$ cat src/rtl/led_ctrl_pkg.sv
// rtl/led_ctrl_pkg.sv - shared encodings for the LED counter controller
package led_ctrl_pkg;

  typedef enum logic [1:0] {
    MODE_BIN   = 2'd0,
    MODE_GRAY  = 2'd1,
    MODE_INV   = 2'd2,
    MODE_BLINK = 2'd3
  } mode_e;

  typedef enum logic [1:0] {
    IDLE   = 2'd0,
    HOLD   = 2'd1,
    REPEAT = 2'd2
  } state_e;

  localparam int KEY_UP   = 0;
  localparam int KEY_DN   = 1;
  localparam int KEY_MODE = 2;

endpackage

$ cat src/rtl/led_pattern_enc.sv
// rtl/led_pattern_enc.sv - combinational count/mode/blink to LED pattern encoder
module led_pattern_enc
  import led_ctrl_pkg::*;
#(
  parameter int WIDTH = 4
) (
  input  logic [WIDTH-1:0] i_count,
  input  mode_e            i_mode,
  input  logic             i_blink_phase,
  output logic [WIDTH-1:0] o_pattern
);

  always_comb begin
    o_pattern = i_count;
    case (i_mode)
      MODE_BIN:   o_pattern = i_count;
      MODE_GRAY:  o_pattern = i_count ^ (i_count >> 1);
      MODE_INV:   o_pattern = ~i_count;
      MODE_BLINK: o_pattern = i_blink_phase ? i_count : '0;
      default:    o_pattern = i_count;
    endcase
  end

endmodule

$ cat src/rtl/led_counter_ctrl.sv
// rtl/led_counter_ctrl.sv - up/down/mode key counter with auto-repeat and LED display patterns
module led_counter_ctrl
  import led_ctrl_pkg::*;
#(
  parameter int WIDTH      = 4,
  parameter int SATURATE   = 0,
  parameter int HOLD_CYC   = 25_000_000,
  parameter int REPEAT_CYC = 5_000_000,
  parameter int BLINK_CYC  = 12_500_000
) (
  input  logic             i_clk,
  input  logic             i_rst,
  input  logic [2:0]       i_key_flag,
  input  logic [2:0]       i_key_state,
  output logic [WIDTH-1:0] o_led,
  output logic [WIDTH-1:0] o_count,
  output logic [1:0]       o_mode,
  output logic             o_repeat_active
);

  localparam int TMR_W = $clog2((HOLD_CYC > REPEAT_CYC) ? HOLD_CYC : REPEAT_CYC);
  localparam int BLK_W = $clog2(BLINK_CYC);
  localparam logic [TMR_W-1:0] HOLD_LAST   = TMR_W'(HOLD_CYC - 1);
  localparam logic [TMR_W-1:0] REPEAT_LAST = TMR_W'(REPEAT_CYC - 1);
  localparam logic [BLK_W-1:0] BLINK_LAST  = BLK_W'(BLINK_CYC - 1);
  localparam logic [WIDTH-1:0] ONE         = WIDTH'(1);

  state_e           r_state;
  mode_e            r_mode;
  logic [WIDTH-1:0] r_count;
  logic [WIDTH-1:0] r_led;
  logic [TMR_W-1:0] r_tmr;
  logic             r_dir_up;
  logic             r_repeat_active;
  logic [BLK_W-1:0] r_blink_cnt;
  logic             r_blink_phase;

  logic             w_press_up;
  logic             w_press_dn;
  logic             w_press_dir;
  logic             w_press_any;
  logic             w_mode_press;
  logic             w_dir_release;
  logic             w_tmr_done;
  logic [WIDTH-1:0] w_pattern;

  // Up wins a simultaneous up/down press; the down event is dropped entirely.
  assign w_press_up    = i_key_flag[KEY_UP] && !i_key_state[KEY_UP];
  assign w_press_dn    = i_key_flag[KEY_DN] && !i_key_state[KEY_DN];
  assign w_press_any   = w_press_up || w_press_dn;
  assign w_press_dir   = w_press_up;
  assign w_mode_press  = i_key_flag[KEY_MODE] && !i_key_state[KEY_MODE];
  assign w_dir_release = r_dir_up ? (i_key_flag[KEY_UP] && i_key_state[KEY_UP])
                                  : (i_key_flag[KEY_DN] && i_key_state[KEY_DN]);
  assign w_tmr_done    = (r_state == HOLD) ? (r_tmr == HOLD_LAST) : (r_tmr == REPEAT_LAST);

  function automatic logic [WIDTH-1:0] f_step(input logic [WIDTH-1:0] cnt, input logic up);
    if (up) begin
      if ((SATURATE != 0) && (cnt == '1)) return cnt;
      return cnt + ONE;
    end
    if ((SATURATE != 0) && (cnt == '0)) return cnt;
    return cnt - ONE;
  endfunction

  led_pattern_enc #(.WIDTH(WIDTH)) u_pattern_enc (
    .i_count       (r_count),
    .i_mode        (r_mode),
    .i_blink_phase (r_blink_phase),
    .o_pattern     (w_pattern)
  );

  always_ff @(posedge i_clk) begin
    if (i_rst) begin
      r_blink_cnt   <= '0;
      r_blink_phase <= 1'b0;
    end else if (r_blink_cnt == BLINK_LAST) begin
      r_blink_cnt   <= '0;
      r_blink_phase <= ~r_blink_phase;
    end else begin
      r_blink_cnt   <= r_blink_cnt + BLK_W'(1);
    end
  end

  always_ff @(posedge i_clk) begin
    if (i_rst) begin
      r_state         <= IDLE;
      r_mode          <= MODE_BIN;
      r_count         <= '0;
      r_led           <= '0;
      r_tmr           <= '0;
      r_dir_up        <= 1'b0;
      r_repeat_active <= 1'b0;
    end else begin
      r_led <= w_pattern;
      if (w_mode_press) r_mode <= mode_e'(r_mode + 2'd1);
      case (r_state)
        IDLE: begin
          r_repeat_active <= 1'b0;
          if (w_press_any) begin
            r_count  <= f_step(r_count, w_press_dir);
            r_dir_up <= w_press_dir;
            r_tmr    <= '0;
            r_state  <= HOLD;
          end
        end
        HOLD, REPEAT: begin
          // A fresh press of the held direction carries no new information; the timer runs on.
          if (w_press_any && (w_press_dir != r_dir_up)) begin
            r_count         <= f_step(r_count, w_press_dir);
            r_dir_up        <= w_press_dir;
            r_tmr           <= '0;
            r_state         <= HOLD;
            r_repeat_active <= 1'b0;
          end else if (w_dir_release) begin
            r_tmr           <= '0;
            r_state         <= IDLE;
            r_repeat_active <= 1'b0;
          end else if (w_tmr_done) begin
            r_count         <= f_step(r_count, r_dir_up);
            r_tmr           <= '0;
            r_state         <= REPEAT;
            r_repeat_active <= (r_state == REPEAT);
          end else begin
            r_tmr           <= r_tmr + TMR_W'(1);
            r_repeat_active <= (r_state == REPEAT);
          end
        end
        default: begin
          r_state         <= IDLE;
          r_tmr           <= '0;
          r_repeat_active <= 1'b0;
        end
      endcase
    end
  end

  assign o_led           = r_led;
  assign o_count         = r_count;
  assign o_mode          = r_mode;
  assign o_repeat_active = r_repeat_active;

endmodule

$ cat config.mk
export PLATFORM = sky130hd
export DESIGN_NAME = led_counter_ctrl
export DESIGN_NICKNAME = d
export VERILOG_FILES = /design/src/rtl/led_ctrl_pkg.sv /design/src/rtl/led_pattern_enc.sv /design/src/rtl/led_counter_ctrl.sv
export SDC_FILE = /design/constraint.sdc
export NUM_CORES = 1
export LEC_CHECK = 0
export BUFFER_PORTS_ARGS = -buffer_cell sky130_fd_sc_hd__buf_2
export CAP_MARGIN = 20
export CELL_PAD_IN_SITES_DETAIL_PLACEMENT = 0
export CELL_PAD_IN_SITES_GLOBAL_PLACEMENT = 1
export CORE_MARGIN = 2
export CORE_UTILIZATION = 48
export CTS_BUF_LIST = sky130_fd_sc_hd__clkbuf_4 sky130_fd_sc_hd__clkbuf_8
export CTS_CLUSTER_DIAMETER = 80
export CTS_CLUSTER_SIZE = 30
export DETAILED_ROUTE_END_ITERATION = 12
export PLACE_DENSITY = 0.86
export SYNTH_ARGS = -nofsm -noshare
export SYNTH_HDL_FRONTEND = slang
export SYNTH_SLANG_ARGS = --single-unit
export TNS_END_PERCENT = 1
$ cat constraint.sdc
create_clock -name i_clk -period 3 [get_ports i_clk]
set_clock_uncertainty 0.1 [all_clocks]
set_input_delay 0.15 -clock i_clk [delete_from_list [all_inputs] [get_ports i_clk]]
set_output_delay 0.15 -clock i_clk [all_outputs]
set_load 0.1 [all_outputs]
# Word-level counts from Yosys, hierarchy flattened
# Index checks and enable logic that the tools add are counted.
[word_totals] register_bits=64
[classes] n_eq_ne=14 addsub=5 reduce_logical=19 bitwise=4 mux=40
[op_table] op="$mux W25" count=4
[op_table] op="$pmux W25 S2" count=1
[op_table] op="$mux W4" count=10
[op_table] op="$add A25 B1 Y25 const B" count=1
[op_table] op="$eq A25 B23 Y1 const B" count=1
[op_table] op="$eq A25 B25 Y1 const B" count=1
[op_table] op="$add A24 B1 Y24 const B" count=1
[op_table] op="$eq A24 B24 Y1 const B" count=1
[op_table] op="$mux W1" count=17
[op_table] op="$pmux W4 S4" count=1
[op_table] op="$mux W2" count=4
[op_table] op="$pmux W4 S2" count=1
[op_table] op="$eq A2 B2 Y1 const B" count=3
[op_table] op="$logic_and A1 B1 Y1" count=6
[op_table] op="$ne A3 B3 Y1 const B" count=2
[op_table] op="$add A4 B1 Y4 const B" count=1
[op_table] op="$eq A2 B1 Y1 const B" count=2
[op_table] op="$logic_not A2 Y1" count=2
[op_table] op="$ne A2 B2 Y1 const B" count=2
[op_table] op="$ne A4 B4 Y1 const B" count=1
[op_table] op="$not A4 Y4" count=1
[op_table] op="$pmux W2 S2" count=1
[op_table] op="$reduce_and A4 Y1" count=1
[op_table] op="$reduce_or A2 Y1" count=2
[op_table] op="other kinds (12)" count=15

# Logic depth before layout (Yosys ltp)
[depth] depth_word=12 ltp_mapped=10

# Cells and area by module
# Synthesis repeated with hierarchy kept, for this count alone.
[hier_totals] cells_unflattened=383 area_unflattened_um2=3355.7
[by_module_without_submodules] module="led_counter_ctrl" area_per_inst_um2=3191.8 cells_each=360 instances=1 seq_area_each_um2=1281.2
[by_module_without_submodules] module="led_pattern_enc" area_per_inst_um2=163.9 cells_each=23 instances=1 seq_area_each_um2=0.0

# Least setup slack after synthesis
# No wires, ideal clock.
[synth_path] kind="reg2reg" startpoint="register r_state[1]" endpoint="register r_count[2] (netlist: o_count[2])" stages_incl_launch_ff=9 arrival_time_ps=2229 synth_period_minus_slack_ps=2399 slack_ps=601 path_cell_list="dfxtp_1 inv_1 ha_1 nand4b_1 or4_4 a2111oi_4 o221ai_2 or3_1 a21oi_1"
[synth_via] elab_chain_len=4 elab_cells_between_ends=11 cone_classes="5 x eq/ne; 2 x mux; 4 x reduce/logical"
[synth_rtl] element="from (decl)" line_no="led_counter_ctrl.sv:28" source="state_e r_state;"
[synth_rtl] element="from (signal assigned)" line_no="led_counter_ctrl.sv:87" source="r_state <= IDLE;"
[synth_rtl] element="from (signal assigned)" line_no="led_counter_ctrl.sv:104" source="r_state <= HOLD;"
[synth_rtl] element="from (signal assigned)" line_no="led_counter_ctrl.sv:113" source="r_state <= HOLD;"
[synth_rtl] element="$eq A2 B1 Y1 / $eq A2 B2 Y1 (equally long branches)" line_no="led_counter_ctrl.sv:55, led_counter_ctrl.sv:97"
[synth_rtl] element="$mux W1 / $reduce_or A2 Y1 (equally long branches)" line_no="led_counter_ctrl.sv:55, led_counter_ctrl.sv:97"
[synth_rtl] element="$ne A3 B3 Y1 (no source line) / $reduce_bool A2 Y1 (equally long branches)"
[synth_rtl] element="$reduce_and A4 Y1 (no source line)"
[synth_rtl] element="to (signal assigned)" line_no="led_counter_ctrl.sv:101" source="r_count <= f_step(r_count, w_press_dir);"
[synth_rtl] element="to (signal assigned)" line_no="led_counter_ctrl.sv:110" source="r_count <= f_step(r_count, w_press_dir);"
[synth_rtl] element="to (signal assigned)" line_no="led_counter_ctrl.sv:120" source="r_count <= f_step(r_count, r_dir_up);"
[synth_rtl] element="to (decl)" line_no="led_counter_ctrl.sv:30" source="logic [WIDTH-1:0] r_count;"
# Several ways; a longest one is shown, not always the timed one.
# A chain may end at the register's enable or synchronous reset.

# Worst setup path in the final report
# Same ends and word-level chain as after synthesis.

==> out/qor.csv <==
metric;value;unit
status;completed;
wl_per_cell;12.3;um
endpoint_kind;flop;
synth_area_leader_cell;dfxtp_1;
min_period_over_period;85.9;%
grt_pass1_wl;10100;um
yosysWarnings;0;
tightestPinTransition;566;ps
path_class;reg2reg;
hold_viol_final;0;
nets;412;
syn_nets;394;
cts_tree;built;
power;1990;uW
n_fill_cell;607;
overflow;0;
setup_viol;0;
drt_wl_total;5810;um
whs;43.6;ps
drt-pass1-iter-count;5;
clock-sinks;64;
ios;19;
initial_core_util;49.4;%
dieArea;7200;um^2
ys_seq_elements;64;
critPathMaxFanout;7;
r2r_cells;8;
synth-edff-count;0;
coreArea;6350;um^2
setup_tns;0;ps
critPathLaunchType;flop;
leakagePower;0.00131;uW
vias;2464;
seq_area;1280;um^2
crit_slowest_cell;or4_4;
postSynth.topFlopCell;dfxtp_1;
synth_top_cells_by_area;dfxtp_1 (41%), xor2_1 (9.8%), nor2_1 (8.6%), ha_1 (6.0%), xnor2_1 (4.2%);
crit_required;3170;ps
synthCells;371;
worstReg2RegStart;r_state[1];
worstHoldStart;i_key_state[2];
seq_area_frac_synth;40.8;%
peakVddDrop;0.343;mV
ys_types;38;
via_per_inst;5.23;
area_delta_synth_final;10.9;%
die_w;84.9;um
post_cts_resized;0;
syn_area;3140;um^2
cp_data_arrival_time;2750;ps
gp_congestion;0.816;
avgSynthCellArea;8.46;um^2
grt_pass1_vias;2313;
grt.total_usage;17.4;%
multi_input_area;1750;um^2
fmax;388;MHz
powerDensity;571;nW/um^2
die_y;84.9;um
holdPathStages;4;
drtIter0Drc;61;
cpPeakStageDelay;500;ps
synth_top_area_share;40.8;%
cts_buffers;9;
hold_path.class;in2reg;
row_count;29;
root_buffer;clkbuf_8;
worstReg2RegEnd;o_count[2];
cts_htree_levels;3;
period_minus_slack;2580;ps
drv_cap;0;
port_buffers;18;
ant_nets;0;
remaining_drc_errors;0;
rsz0062_at_grt;no;
reg2reg_slack;420;ps
antenna_found_initial;0;
hold_buffers;0;
crit_chain;inv_1 > ha_1 > nand4b_1 > or4_4 > a2111oi_4 > o221ai_2 > or3_1 > a21oi_1;
cts.path.max_buffers;2;
worstSkewPairLatency;340;ps
post_cts_buffers;0;
slew_viol_final;0;
dp_hpwl;4100;um
n_antenna_cell;0;
clk_transition_reported_paths;70;ps
grt_max_degree;25;
hold_path_end;o_mode[0];
async_flop_share;0;%
relSlewSlack;61.9;%
drive_gt1_share;10.7;%
-- synth_stat cells, types with 2 or more instances --
cell / count
a211oi_1: 3
a21oi_1: 13
a311oi_1: 3
a31oi_1: 3
and3_1: 5
and4_1: 3
buf_2: 4
clkbuf_1: 7
dfxtp_1: 64
ha_1: 15
inv_1: 12
mux2i_1: 2
nand2_1: 34
nand2b_1: 6
nand3_1: 20
nand4_1: 12
nand4b_1: 2
nor2_1: 72
nor2b_1: 4
nor3_1: 4
nor4_1: 3
nor4bb_1: 3
o21ai_0: 10
o31ai_1: 2
or2_2: 2
or3_1: 3
xnor2_1: 15
xor2_1: 35
-- kinds of logic after synthesis --
kind of cell               synth area share, %
AOI/OAI and AO/OA                         8.17
adders and majority gates                 5.98
xor gates and xnor gates                  13.9
muxes                                    0.638
DFF                                       40.8
and+or+nand+nor                           26.9
buffers and inverters                     3.51
-- cells in the final DEF (no fill, tap or decap), types with 2 or more instances in the layout --
cell type and n:
and3_1 5, nor2b_1 4, nand3_1 20, inv_1 12, nor2_1 72, nand2_1 34
clkbuf_4 2, nor4_1 3, nand4b_1 2, o21ai_0 10, xnor2_1 15, mux2i_1 2
nor3_1 4, and4_1 3, or3_1 3, nand4_1 12, dfxtp_1 64, a311oi_1 3
clkinv_2 2, xor2_1 35, buf_4 2, clkbuf_8 11, a31oi_1 3, nor4bb_1 3
buf_2 18, a211oi_1 3, a21oi_1 13, ha_1 15, nand2b_1 6, or2_2 2
o31ai_1 2
-- through the flow --
stage | util (%) | instance area [um^2] | setup WS (ps) | std cells
after floorplan | - | 3140 | 601 | 371
after global placement | 51.6 | 3280 | 506 | 455
after detailed placement | 51.6 | 3280 | 436 | 455
after CTS | 54.8 | 3480 | 410 | 471
after global routing | 54.8 | 3480 | 260 | 471
final | 54.8 | 3480 | 424 | 471
-- power by group --
part	switching (uW)	internal, uW
combinational	231	85.4
sequential	30.1	875
clock	320	445
-- metal layers --
layer / vias to the layer above / track usage [%] / share of wire, %
li1: 1288 / - / -
met1: 1138 / 21.1 / 48
met2: 33 / 29.0 / 48
met3: 5 / 4.09 / 3.0
met4: 0 / 8.66 / 1.4
met5: - / 0 / 0
-- worst max-delay path, delay by kind of cell (launching register included) --
kind	cells	cell delay [ps]
DFF	1	340
buffers and inverters	1	80
adders and majority gates	1	180
and+or+nand+nor	3	980
AOI/OAI and AO/OA	3	820
-- state kept, by name, summed over array words and instances (netlist names) --
signal,flops
r_blink_phase,1
o_led,4
r_dir_up,1
r_blink_cnt,24
r_state,2
r_tmr,25
o_mode,2
o_repeat_active,1
o_count,4
-- final cells by class --
cell class | instances | share of cell area (%)
Timing Repair Buffer | 20 | 3.02
Clock buffer | 13 | 4.78
Multi-Input combinational cell | 282 | 50.2
Tap cell | 77 | 2.77
Inverter | 12 | 1.29
Sequential cell | 64 | 36.8
Clock inverter | 3 | 1.15
-- worst max-delay path by stage --
stage | startpoint | to | slack, ps | cells after the start
floorplan | r_state[1] | o_count[2] | 600 | 8
global placement | r_state[1] | o_count[2] | 510 | 8
detailed placement | r_state[1] | o_count[2] | 440 | 8
CTS | r_state[1] | o_count[2] | 410 | 8
global route | r_state[1] | o_count[2] | 260 | 8
finish | r_state[1] | o_count[2] | 420 | 8
(Power assumes the default switching activity.)
